[config.mk]
export PLATFORM = sky130hd
export DESIGN_NAME = uart_fifo
export DESIGN_NICKNAME = d
export VERILOG_FILES = /design/src/rtl/uart_fifo.sv
export SDC_FILE = /design/constraint.sdc
export NUM_CORES = 1
export LEC_CHECK = 0
export CORE_MARGIN = 2
export CORE_UTILIZATION = 40
export DETAILED_ROUTE_END_ITERATION = 10
export MAX_ROUTING_LAYER = met4
export PLACE_DENSITY = 0.67
export SLEW_MARGIN = 20
export SYNTH_ARGS = -nofsm -noshare
export SYNTH_HDL_FRONTEND = slang
export SYNTH_SLANG_ARGS = --single-unit
[constraint.sdc]
create_clock -name clk_i -period 5 [get_ports clk_i]
set_clock_uncertainty 0.1 [all_clocks]
set_input_delay 1 -clock clk_i [delete_from_list [all_inputs] [get_ports clk_i]]
set_output_delay 1 -clock clk_i [all_outputs]
set_load 0.01 [all_outputs]
[src/rtl/uart_fifo.sv]
// ---------------------------------------------------------------------------
// uart_fifo -- synchronous FIFO buffer shared by UART Rx/Tx paths and host.
//
// First-word fall-through: data_o always shows the head entry (valid while
// empty_o=0). Occupancy is tracked with ADDR_W+1 bit pointers whose MSB is a
// wrap bit, so full and empty are distinguished without an extra counter.
//
// Ports
//   clk_i          single clock, rising edge
//   rst_ni         synchronous active-low reset (pointers and sticky flags)
//   clear_i        synchronous flush, active-high; push/pop ignored that cycle
//   push_i/data_i  write request and write data
//   pop_i          read request
//   data_o         head entry (combinational from storage)
//   empty_o        no entries stored
//   full_o         2**ADDR_W entries stored
//   almost_full_o  count_o >= AFULL_THRESH
//   count_o        occupancy 0..2**ADDR_W
//   overflow_o     sticky: push rejected because full
//   underflow_o    sticky: pop rejected because empty
// ---------------------------------------------------------------------------
module uart_fifo #(
  parameter int DATA_W       = 8,
  parameter int ADDR_W       = 4,
  parameter int AFULL_THRESH = 12
) (
  input  logic              clk_i,
  input  logic              rst_ni,
  input  logic              clear_i,
  input  logic              push_i,
  input  logic [DATA_W-1:0] data_i,
  input  logic              pop_i,
  output logic [DATA_W-1:0] data_o,
  output logic              empty_o,
  output logic              full_o,
  output logic              almost_full_o,
  output logic [ADDR_W:0]   count_o,
  output logic              overflow_o,
  output logic              underflow_o
);

  localparam int              DEPTH     = 1 << ADDR_W;
  localparam logic [ADDR_W:0] AFULL_CNT = AFULL_THRESH[ADDR_W:0];
  localparam logic [ADDR_W:0] PTR_ONE   = {{ADDR_W{1'b0}}, 1'b1};

  // Storage is deliberately not reset; only the pointers define validity.
  logic [DATA_W-1:0] mem_q [DEPTH];

  logic [ADDR_W:0] wr_ptr_q, wr_ptr_d;
  logic [ADDR_W:0] rd_ptr_q, rd_ptr_d;
  logic            overflow_q, overflow_d;
  logic            underflow_q, underflow_d;

  logic empty, full;
  logic push_acc, pop_acc;
  logic mem_we;

  assign empty = (wr_ptr_q == rd_ptr_q);
  assign full  = (wr_ptr_q[ADDR_W-1:0] == rd_ptr_q[ADDR_W-1:0]) &&
                 (wr_ptr_q[ADDR_W] != rd_ptr_q[ADDR_W]);

  // A pop frees the slot the same edge, so a push into a full FIFO is
  // accepted only when it is paired with an accepted pop.
  assign pop_acc  = pop_i && !empty;
  assign push_acc = push_i && (!full || pop_acc);

  // Writes are suppressed while in reset or flushing so the request is
  // truly ignored, not just uncounted.
  assign mem_we = rst_ni && !clear_i && push_acc;

  always_comb begin
    wr_ptr_d    = wr_ptr_q;
    rd_ptr_d    = rd_ptr_q;
    overflow_d  = overflow_q;
    underflow_d = underflow_q;
    if (clear_i) begin
      wr_ptr_d    = '0;
      rd_ptr_d    = '0;
      overflow_d  = 1'b0;
      underflow_d = 1'b0;
    end else begin
      if (push_acc) wr_ptr_d = wr_ptr_q + PTR_ONE;
      if (pop_acc)  rd_ptr_d = rd_ptr_q + PTR_ONE;
      if (push_i && !push_acc) overflow_d  = 1'b1;
      if (pop_i && empty)      underflow_d = 1'b1;
    end
  end

  always_ff @(posedge clk_i) begin
    if (!rst_ni) begin
      wr_ptr_q    <= '0;
      rd_ptr_q    <= '0;
      overflow_q  <= 1'b0;
      underflow_q <= 1'b0;
    end else begin
      wr_ptr_q    <= wr_ptr_d;
      rd_ptr_q    <= rd_ptr_d;
      overflow_q  <= overflow_d;
      underflow_q <= underflow_d;
    end
  end

  always_ff @(posedge clk_i) begin
    if (mem_we) mem_q[wr_ptr_q[ADDR_W-1:0]] <= data_i;
  end

  assign data_o        = mem_q[rd_ptr_q[ADDR_W-1:0]];
  assign empty_o       = empty;
  assign full_o        = full;
  assign count_o       = wr_ptr_q - rd_ptr_q;
  assign almost_full_o = (count_o >= AFULL_CNT);
  assign overflow_o    = overflow_q;
  assign underflow_o   = underflow_q;

endmodule

==> metrics <==
final hold vios=0; pre-CTS setup slack=1390 ps; # setup viols final=0; CTS buffer count=17; Max VDD drop=0.231 mV; Slew @ Worst Pin=1100 ps; Die ar.=0.0154 mm2; Worst Hold Class=register to register; area share of the largest cell type after synthesis=66.6%; most instantiated cells after synthesis=edfxtp_1, mux4_2, nor2_1, nand2_1; die width=124 um; Post-Route WL=11,800 um; layout cells sized above 1=19.8%; GPL Wtd Cong=0.828; top-count cell post-synth=edfxtp_1; WP data arrival=2850 ps; slowest CP cell=mux4_2; maximum clock rate=0.253 GHz; critical path class=register to output pin; top cells by area, synth=edfxtp_1, mux4_2, dfxtp_1; WL/cell=21.4 um; Synth Register Bits=144; synth unique cells=36; CTS resizes=0; Cell Pwr Density=380 mW/mm2; register area=0.00417 mm2; Critical Path Source Type=register; core area=0.0140 mm2; register area share after synthesis=72.1%; DR DRC count=0; largest area contributor in the netlist=edfxtp_1; Mapped Nets=344; worst skew pair latency=410 ps; largest net degree at the start of global routing=33; Clock transition at path regs=60 ps; leakage=2.15 nW; Root Driver=clkbuf_16; status=finished, final reports clean; Fin Hold WS=382 ps; Port Buffers=30; Worst Path Buf+Inv=2; Hold Buf Count CTS=0; synthesized instance count=321; RSZ-0062 raised after global routing=false; Mean Syn Cell Area=18.0 um2; footprint of the multi-input gates=0.00153 mm2; synth-to-layout area growth=18.5%; post-route ant nets=0; Cell Area, Synth=0.00578 mm2; CTS H-tree lvls=4; Tcrit/Tclk final=79.0%; setup tns final=0 ps; min Tclk post-route=3950 ps; dpl hpwl=7430 um; clock power share=46.4%; clock buffer depth=2; Hold Crit Start=overflow_o$_SDFFE_PP0P_; first-pass GRT wire length=18,100 um; FFs w/ async S/R, synth=0%; RR Startpoint=wr_ptr_q[3]$_SDFFE_PP0N_; cells along the critical path=buf_4, mux4_2, a22oi_1, nand2_1, clkdlybuf4s50_1; GRT overflow=0; Final Cell Area=0.00684 mm2; # diodes=0; initial antenna violation count=0; Max Slew Vio Count=0; detailed-route via count=2,999; crit-path max FO=24; crit path capture type=output pin; final worst setup slack=1050 ps; fill count=1,183; Initial Util=41.3%; Max-slew headroom=26.3%; setup bufs post-CTS=0; Net Sw Power=0.000520 W; most common flop cell mapped by yosys=edfxtp_1; Die Y=124 um; Worst EP required=3900 ps; dpl cell area=0.00627 mm2; Internal Pwr Total=0.00208 W; # rows=43; CTS Sinks=144; Final #Nets=383; delay-heaviest family, CP=buffers and inverters; synth warn=0; Reg power frac=50.6%; Post-synth EDFFs=128; CTS tree=built; via/cell ratio=5.42; First DRT Iteration DRCs=378; vias in the first global route=3,193; Pre-antenna DRT Iters=5; gr usage total=17.5%; # IOs=31; crit-path max cell delay=560 ps; Switching Fraction=20.0%; Gate power share=3.0%; Max-cap violations=0
power groups by stage:
stage | Clock [W] | Combinational [W] | Sequential (W)
after detailed placement | 0 | 0.0000781 | 0.00134
after floorplan | 0 | 0.0000358 | 0.00134
after global placement | 0 | 0.0000760 | 0.00134
final | 0.00121 | 0.0000772 | 0.00132
after global routing | 0.00128 | 0.0000849 | 0.00132
after CTS | 0.00123 | 0.0000785 | 0.00132
tightest hold or removal path, delay by kind of cell (launching register included):
family             cells  cell delay (ps)
AOI/OAI and AO/OA      1               40
DFF                    1              330
and+or+nand+nor        1               70
registers in the layout, indices dropped and copies added, names as in the netlist, named ones only:
| register | cells |
|---|---|
| mem_q | 128 |
| rd_ptr_q | 5 |
| wr_ptr_q | 5 |
| overflow_o | 1 |
| underflow_o | 1 |
worst paths after layout:
path / end / depth (start not counted) / slack [ps]
min reg2reg: overflow_o$_SDFFE_PP0P_ / 2 / 380
max reg2reg: mem_q[6][5]$_DFFE_PP_ / 5 / 2140
min: overflow_o$_SDFFE_PP0P_ / 2 / 380
max: data_o[7] / 5 / 1050
metal layers:
metal / share of wire (%) / global-route usage, % / vias to the layer above
li1: - / - / 1347
met1: 42 / 21.8 / 1528
met2: 51 / 27.5 / 111
met3: 5.4 / 5.04 / 13
met4: 1.1 / 5.90 / 0
met5: 0 / - / -
stage by stage:
stage	power, W	util (%)	std cells
after detailed placement	0.00142	44.8	521
final	0.00260	48.9	553
after global placement	0.00142	44.8	521
after floorplan	0.00138	-	321
after CTS	0.00263	48.9	553
after global routing	0.00268	48.9	553
cell families after synthesis:
kind of cell	Yosys count	share of synthesized area [%]
mux	33	12.7
buf+inv	23	1.58
xor+xnor	9	1.62
fa+ha+maj	10	2.30
compound gates	36	4.53
flops	144	72.1
simple gates	66	5.22
cells in the final DEF, fill, tap and decap left out, types with 2 or more instances in the layout:
| cell | count |
|---|---|
| edfxtp_1 | 128 |
| mux4_2 | 32 |
| clkdlybuf4s50_1 | 30 |
| nor2_1 | 29 |
| nand2_1 | 18 |
| clkbuf_16 | 17 |
| a22oi_1 | 16 |
| dfxtp_1 | 15 |
| inv_1 | 10 |
| ha_1 | 9 |
| a21oi_1 | 7 |
| o21ai_0 | 6 |
| nor2b_1 | 4 |
| xor2_1 | 4 |
| or3_1 | 4 |
| clkinv_2 | 4 |
| xnor2_1 | 3 |
| inv_6 | 3 |
| buf_4 | 3 |
| nor2_2 | 2 |
| nand3_1 | 2 |
| clkinv_4 | 2 |
| bufinv_16 | 2 |
| clkinv_1 | 2 |
area by class of cell:
type	instances	area share, %
Clock buffer	18	6.27
Inverter	10	0.548
Multi-Input combinational cell	154	22.3
Tap cell	180	3.29
Timing Repair Buffer	33	4.72
Clock inverter	14	2.03
Sequential cell	144	60.9
(Power assumes the default switching activity.)
